### src/rtl/uart_pkg.sv
// Shared UART definitions: receiver FSM encoding and 8N1 frame defaults.
// The CLKS_PER_BIT default is common to uart_tx and uart_rx so both ends agree.
package uart_pkg;

  localparam int CLKS_PER_BIT_DEF = 868;  // 100 MHz / 115200
  localparam int DATA_BITS_DEF    = 8;    // one start bit, LSB first, one stop bit

  typedef enum logic [2:0] {
    ST_IDLE      = 3'd0,
    ST_START     = 3'd1,
    ST_DATA      = 3'd2,
    ST_STOP      = 3'd3,
    ST_WAIT_HIGH = 3'd4
  } rx_state_e;

endpackage

### src/rtl/sync_2ff.sv
// Generic two-flop synchroniser for a single asynchronous input.
// RESET_VAL should match the input's idle level so reset does not fake an edge.
module sync_2ff #(
  parameter logic RESET_VAL = 1'b1
) (
  input  logic i_clk,
  input  logic i_reset,
  input  logic i_d,
  output logic o_q
);

  logic r_meta;
  logic r_sync;

  always_ff @(posedge i_clk) begin
    if (i_reset) begin
      r_meta <= RESET_VAL;
      r_sync <= RESET_VAL;
    end else begin
      r_meta <= i_d;
      r_sync <= r_meta;
    end
  end

  assign o_q = r_sync;

endmodule

### src/rtl/uart_rx.sv
// UART 8N1 receiver: synchronised line, mid-bit sampling, one-byte holding
// register on a valid/ready handshake, with framing-error and overrun pulses.
module uart_rx
  import uart_pkg::*;
#(
  parameter int CLKS_PER_BIT = CLKS_PER_BIT_DEF,
  parameter int DATA_BITS    = DATA_BITS_DEF
) (
  input  logic                 clk,
  input  logic                 reset,
  input  logic                 rx,
  output logic [DATA_BITS-1:0] rx_data,
  output logic                 rx_valid,
  input  logic                 rx_ready,
  output logic                 frame_err,
  output logic                 overrun,
  output logic                 busy
);

  localparam int TW = (CLKS_PER_BIT > 1) ? $clog2(CLKS_PER_BIT) : 1;
  localparam int BW = (DATA_BITS > 1) ? $clog2(DATA_BITS) : 1;
  localparam logic [TW-1:0] T_MID    = TW'((CLKS_PER_BIT - 1) / 2);
  localparam logic [TW-1:0] T_END    = TW'(CLKS_PER_BIT - 1);
  localparam logic [BW-1:0] LAST_BIT = BW'(DATA_BITS - 1);

  logic                 w_rx_s;
  rx_state_e            r_state, w_state_nxt;
  logic [TW-1:0]        r_timer, w_timer_nxt;
  logic [BW-1:0]        r_bit_idx, w_bit_idx_nxt;
  logic [DATA_BITS-1:0] r_shift, w_shift_nxt;
  logic [DATA_BITS-1:0] r_data;
  logic                 r_valid, r_frame_err, r_overrun;
  logic                 w_stop_good, w_stop_bad, w_load;

  sync_2ff #(.RESET_VAL(1'b1)) u_sync (
    .i_clk   (clk),
    .i_reset (reset),
    .i_d     (rx),
    .o_q     (w_rx_s)
  );

  always_ff @(posedge clk) begin
    if (reset) r_state <= ST_IDLE;
    else       r_state <= w_state_nxt;
  end

  always_comb begin
    w_state_nxt   = r_state;
    w_timer_nxt   = r_timer + 1'b1;
    w_bit_idx_nxt = r_bit_idx;
    w_shift_nxt   = r_shift;
    w_stop_good   = 1'b0;
    w_stop_bad    = 1'b0;
    case (r_state)
      ST_IDLE: begin
        w_timer_nxt = '0;
        if (!w_rx_s) w_state_nxt = ST_START;
      end
      ST_START: begin
        if (r_timer == T_MID) begin
          w_timer_nxt = '0;
          // A start bit that is high again at its midpoint was a glitch
          if (!w_rx_s) begin
            w_state_nxt   = ST_DATA;
            w_bit_idx_nxt = '0;
          end else begin
            w_state_nxt = ST_IDLE;
          end
        end
      end
      ST_DATA: begin
        if (r_timer == T_END) begin
          w_timer_nxt = '0;
          w_shift_nxt = {w_rx_s, r_shift[DATA_BITS-1:1]};
          if (r_bit_idx == LAST_BIT) w_state_nxt   = ST_STOP;
          else                       w_bit_idx_nxt = r_bit_idx + 1'b1;
        end
      end
      ST_STOP: begin
        if (r_timer == T_END) begin
          w_timer_nxt = '0;
          w_stop_good = w_rx_s;
          w_stop_bad  = !w_rx_s;
          w_state_nxt = w_rx_s ? ST_IDLE : ST_WAIT_HIGH;
        end
      end
      ST_WAIT_HIGH: begin
        w_timer_nxt = '0;
        if (w_rx_s) w_state_nxt = ST_IDLE;
      end
      default: begin
        w_timer_nxt = '0;
        w_state_nxt = ST_IDLE;
      end
    endcase
  end

  // The held byte counts as consumed if it is accepted in the same cycle
  assign w_load = w_stop_good && (!r_valid || rx_ready);

  always_ff @(posedge clk) begin
    if (reset) begin
      r_timer     <= '0;
      r_bit_idx   <= '0;
      r_shift     <= '0;
      r_data      <= '0;
      r_valid     <= 1'b0;
      r_frame_err <= 1'b0;
      r_overrun   <= 1'b0;
    end else begin
      r_timer     <= w_timer_nxt;
      r_bit_idx   <= w_bit_idx_nxt;
      r_shift     <= w_shift_nxt;
      r_frame_err <= w_stop_bad;
      r_overrun   <= w_stop_good && !w_load;
      if (w_load) begin
        r_data  <= r_shift;
        r_valid <= 1'b1;
      end else if (r_valid && rx_ready) begin
        r_valid <= 1'b0;
      end
    end
  end

  assign rx_data   = r_data;
  assign rx_valid  = r_valid;
  assign frame_err = r_frame_err;
  assign overrun   = r_overrun;
  assign busy      = (r_state != ST_IDLE);

endmodule

### config.mk
export PLATFORM = sky130hd
export DESIGN_NAME = uart_rx
export DESIGN_NICKNAME = d
export VERILOG_FILES = /design/src/rtl/uart_pkg.sv /design/src/rtl/sync_2ff.sv /design/src/rtl/uart_rx.sv
export SDC_FILE = /design/constraint.sdc
export NUM_CORES = 1
export LEC_CHECK = 0
export BUFFER_PORTS_ARGS = -buffer_cell sky130_fd_sc_hd__buf_2
export CAP_MARGIN = 20
export CORE_UTILIZATION = 57
export DETAILED_ROUTE_END_ITERATION = 10
export GPL_TIMING_DRIVEN = 1
export PLACE_DENSITY = 0.77
export SLEW_MARGIN = 25
export SYNTH_ARGS = -nofsm -noshare
export SYNTH_HDL_FRONTEND = slang
export SYNTH_SLANG_ARGS = --single-unit
### constraint.sdc
create_clock -name clk -period 2.3 [get_ports clk]
set_clock_uncertainty 0.05 [all_clocks]
set_input_delay 0.46 -clock clk [delete_from_list [all_inputs] [get_ports clk]]
set_output_delay 0.46 -clock clk [all_outputs]
set_load 0.005 [all_outputs]
-- Word-level counts from Yosys, hierarchy flattened
Cells that the tools add are included.
- input port bits: 4
- output and inout port bits: 12
- register bits after elaboration: 37
- eq/ne operators: 15
- mux-type cells: 21
- bitwise operators: 2
- reduce and logical (&&, ||, !) cells: 16
- add/subtract/negate cells: 2
- operators by type and width (operator ; number):
    2-to-1 mux 3 bit ; 11
    2-to-1 mux 10 bit ; 2
    case mux 10 bit (2 select lines) ; 1
    case mux 3 bit (5 select lines) ; 1
    inequality test 2 bit (second input constant) ; 7
    adder 10 x 1 -> 10 bit (second input constant) ; 1
    equality test 10 bit (second input constant) ; 1
    equality test 10 x 9 -> 1 bit (second input constant) ; 1
    equality test 3 x 2 -> 1 bit (second input constant) ; 2
    equality test 3 bit (second input constant) ; 2
    case mux 3 bit (2 select lines) ; 1
    AND reduction 6 bit ; 1
    AND reduction 5 bit ; 1
    2-to-1 mux 1 bit ; 4
    nonzero test 2 bit ; 2
    adder 3 x 1 -> 3 bit (second input constant) ; 1
    equality test 3 x 1 -> 1 bit (second input constant) ; 1
    logical AND 1 bit ; 3
    logical NOT 1 bit ; 3
    logical NOT 3 bit ; 1
    nonzero test 3 bit ; 1
    OR reduction 3 bit ; 1
    2-to-1 mux 2 bit ; 1
    inequality test 2 x 1 -> 1 bit (second input constant) ; 1
    4 further kinds ; 5

-- Depth between registers and ports, before layout
- word-level depth: 6
- gate-level depth with buffers: 6
- mapped depth without buffers: 6

-- Modules after synthesis
From an unflattened synthesis, not the netlist that was laid out.
- cell total of the unflattened synthesis: 178
- area, all modules: 1717.9 µm²
- by module, submodules not included (module ; area an instance (µm²) ; sequential area each (µm²) ; cells each ; times used):
    uart_rx ; 1665.3 ; 700.7 ; 174 ; 1
    sync_2ff ; 52.6 ; 40.0 ; 4 ; 1

-- Worst setup path before layout
Ideal clock, no wire load.
- path type: reg2reg
- start: register r_bit_idx[0]
- end: register r_bit_idx[0]
- arrival: 1639 ps
- path slack: 490 ps
- period minus slack after synthesis: 1810 ps
- buffers on the path: 0
- stages on the path, launching flop included: 7
- path through: dfxtp_1 -> ha_1 -> ha_1 -> nor3b_1 -> a31oi_2 -> or3_4 -> mux2_4
- longest elaborated chain between the ends: 4
- elaborated cells on any way between the ends: 7
- those cells by class: add/sub: 1; eq/ne: 2; mux: 3; reduce/logical: 1
- RTL lines (element ; line ; text):
    start, declared ; uart_rx.sv:29 ; logic [BW-1:0] r_bit_idx, w_bit_idx_nxt;
    start signal, assigned ; uart_rx.sv:112 ; r_bit_idx <= w_bit_idx_nxt;
    adder 3 x 1 -> 3 bit ; uart_rx.sv:76 ; else w_bit_idx_nxt = r_bit_idx + 1'b1;
    2-to-1 mux 3 bit ; uart_rx.sv:75 ; if (r_bit_idx == LAST_BIT) w_state_nxt = ST_STOP;
    2-to-1 mux 3 bit ; uart_rx.sv:72 ; if (r_timer == T_END) begin
    case mux 3 bit (2 select lines) ; uart_rx.sv:54 ; case (r_state)
Several ways; a longest one is shown, not always the timed one. The select of a mux whose other input is x is not followed.
A chain may end at the register's enable or synchronous reset.

-- Worst setup path after layout
Same ends and word-level chain as after synthesis.

==> results.toml <==
[outcome]
status = "finished, final reports clean"

[cells_and_area]
design_area_um2 = 1810
n_fill_cell = 240
diodes = 0
utilization = 0.657
area_growth_pct = 8.22
fin_nets = 198
layout-drive-gt1-share = 0.184

[worst_setup_path]
startpoint_type = "flip-flop"
timing_worst_setup_path_type = "reg -> reg"
cp.required_ps = 2490
crit_chain = "ha_1 > ha_1 > nor3b_1 > a31oi_2 > or3_4 > mux2_4"
slowest_stage = "or3_4"
worstSetupEndpointType = "flip-flop"
path_common_cell = "ha_1"
crit_arrival_ps = 2110
crit_fanout = 3
slowest_delay_ps = 360

[placement]
io_buffers = 15
place_ws_ps = 385
place_hpwl_um = 2150
dpl_cell_area_um2 = 1740
globalplace.congestion = 0.831

[detailed_routing]
routed_via_density = 5.88
drt_first_pass_iters = 4
drt_wl_total_um = 3020
drtIter0Drc = 21
drc = 0
vias = 1300
ant_nets = 0
wl_per_cell_um = 13.7

[logic_synthesis]
yosys-top-cells-area = "dfxtp_1 (44%), mux2i_1 (5.4%), nor2_1 (5.4%)"
syn-cell-area_um2 = 1670
synth_area_per_cell_um2 = 9.51
synth_edf_count = 0
synth_top_flop_cell = "dfxtp_1"
synth_warnings = 0
syn_nets = 184
async_flop_share = 0
ys_seq_area_frac = 0.442
synth_cell_types = 45
yosys.area.top_type = "dfxtp_1"
synth_seq_cells = 37
syn_inst = 176
synth_top_area_frac = 0.442

[clocking]
holdBufCountCts = 0
post_cts_resize_count = 0
cts.htree.levels = 2
root_buffer = "clkbuf_4"
cts_setup_buffers = 0
clkLatencyLatePin_ps = 340
clock_path_buffers = 2
cts_made_buffers = 5
clkTransAtPathRegs_ps = 100
cts.sinks = 37
cts_tree = "built"

[floorplanning]
start_util = 0.607
io_pins = 16
die_area_um2 = 3160
die_height_um = 56.2
rows = 19
die_w_um = 56.2
core_um2 = 2760

[grt]
track_usage = 0.210
grt_max_degree = 30
grt_pass1_vias = 1235
grt_overflow = 0
grt_pass1_wl_um = 5140
antenna_found_initial = 0

[timing]
slew_viol_final = 0
post-route-period-util = 0.836
fin_ws_ps = 377
hold_viol = 0
tightest_slew_ps = 467
timing.fmax_mhz = 520
tns_ps = 0
fin_crit_ps = 1920
maxSlewHeadroom = 0.688
rsz0062_at_grt = "no"
finalSetupViolCount = 0

[min_path]
hp-class = "in -> reg"

[flow_run]
cap_violations = 0

[power]
leakage_nw = 0.743
finalPower_mw = 1.09
ir_drop_mv = 0.556
p_per_area_nw_per_um2 = 602
[sequential cells by signal, indices dropped and copies added (netlist names)]
name           cells
r_shift            8
rx_data            8
u_sync.r_meta      1
r_timer           10
r_bit_idx          3
rx_valid           1
overrun            1
u_sync.o_q         1
r_state            3
frame_err          1
[cell usage after synthesis, drive strengths merged, types with 3 or more instances]
| cell | instances |
|---|---|
| dfxtp | 37 |
| nor2 | 24 |
| nand3 | 11 |
| a21oi | 10 |
| mux2i | 9 |
| o21ai | 8 |
| buf | 7 |
| inv | 5 |
| nor3 | 5 |
| xor2 | 5 |
| ha | 4 |
| nand2 | 4 |
| nor3b | 4 |
| xnor2 | 4 |
| and4 | 3 |
| clkbuf | 3 |
| nand4 | 3 |
| nor2b | 3 |
[path summary, 6_finish.rpt]
kind              endpoint  cells past startpoint          start  slack (ps)
max           r_bit_idx[0]                      6   r_bit_idx[0]         380
min reg2reg     u_sync.o_q                      1  u_sync.r_meta         380
min          u_sync.r_meta                      2             rx         250
max reg2reg   r_bit_idx[0]                      6   r_bit_idx[0]         380
[stage by stage]
| step | cells | hold slack, ps |
|---|---|---|
| after floorplan | 176 | 339 |
| after global placement | 214 | 350 |
| after detailed placement | 214 | 360 |
| after CTS | 221 | 233 |
| after global routing | 221 | 240 |
| final | 221 | 250 |
[worst max-delay path: cells and delay by family (launching register included)]
| kind | cells | cell delay, ps |
|---|---|---|
| flip-flops | 1 | 340 |
| multiplexers | 1 | 300 |
| AO/OA/AOI/OAI | 1 | 140 |
| AND/OR/NAND/NOR | 2 | 600 |
| adder cells (fa/ha/maj) | 2 | 400 |
[layout by cell type, fill, tap and decap left out, types with 3 or more instances in the layout]
| cell type | Yosys | final |
|---|---|---|
| ha_1 | 4 | 4 |
| nor2b_1 | 3 | 3 |
| o21ai_0 | 8 | 8 |
| clkbuf_4 | 0 | 5 |
| nor3b_1 | 3 | 3 |
| nor2_1 | 24 | 24 |
| nand4_1 | 3 | 3 |
| nand2_1 | 3 | 3 |
| xor2_1 | 5 | 5 |
| mux2i_1 | 9 | 9 |
| inv_1 | 5 | 5 |
| nor3_1 | 5 | 5 |
| buf_2 | 3 | 15 |
| and4_1 | 3 | 3 |
| xnor2_1 | 4 | 4 |
| dfxtp_1 | 37 | 37 |
| nand3_1 | 11 | 11 |
| a21oi_1 | 10 | 10 |
[layout make-up]
| class | instances | area [µm²] | area share |
|---|---|---|---|
| sequential | 37 | 741 | 0.409 |
| timing repair buffer | 17 | 90.1 | 0.0497 |
| inverter | 5 | 18.8 | 0.0104 |
| multi-input combinational | 124 | 851 | 0.470 |
| tap | 31 | 38.8 | 0.0214 |
| clock inverter | 2 | 35.0 | 0.0193 |
| clock buffer | 5 | 37.5 | 0.0207 |
[power breakdown]
group	switching, mW	internal [mW]
Clock	0.202	0.221
Combinational	0.0140	0.00785
Sequential	0.00303	0.642
Total	0.219	0.872
[kinds of logic after synthesis]
logic type,after synthesis,share of synthesized area
fa+ha+maj,4,0.0299
simple gates,71,0.247
buf+inv,15,0.0493
xor+xnor,9,0.0471
flops,37,0.442
mux,10,0.0628
compound gates,30,0.122
[layer usage]
| layer | up-vias | share of wire | global-route usage |
|---|---|---|---|
| li1 | 653 | - | - |
| met1 | 619 | 0.46 | 0.246 |
| met2 | 20 | 0.48 | 0.349 |
| met3 | 8 | 0.032 | 0.0488 |
| met4 | 0 | 0.023 | 0.125 |
| met5 | - | 0 | 0 |
Note: power is estimated with default switching activity, not from simulation.
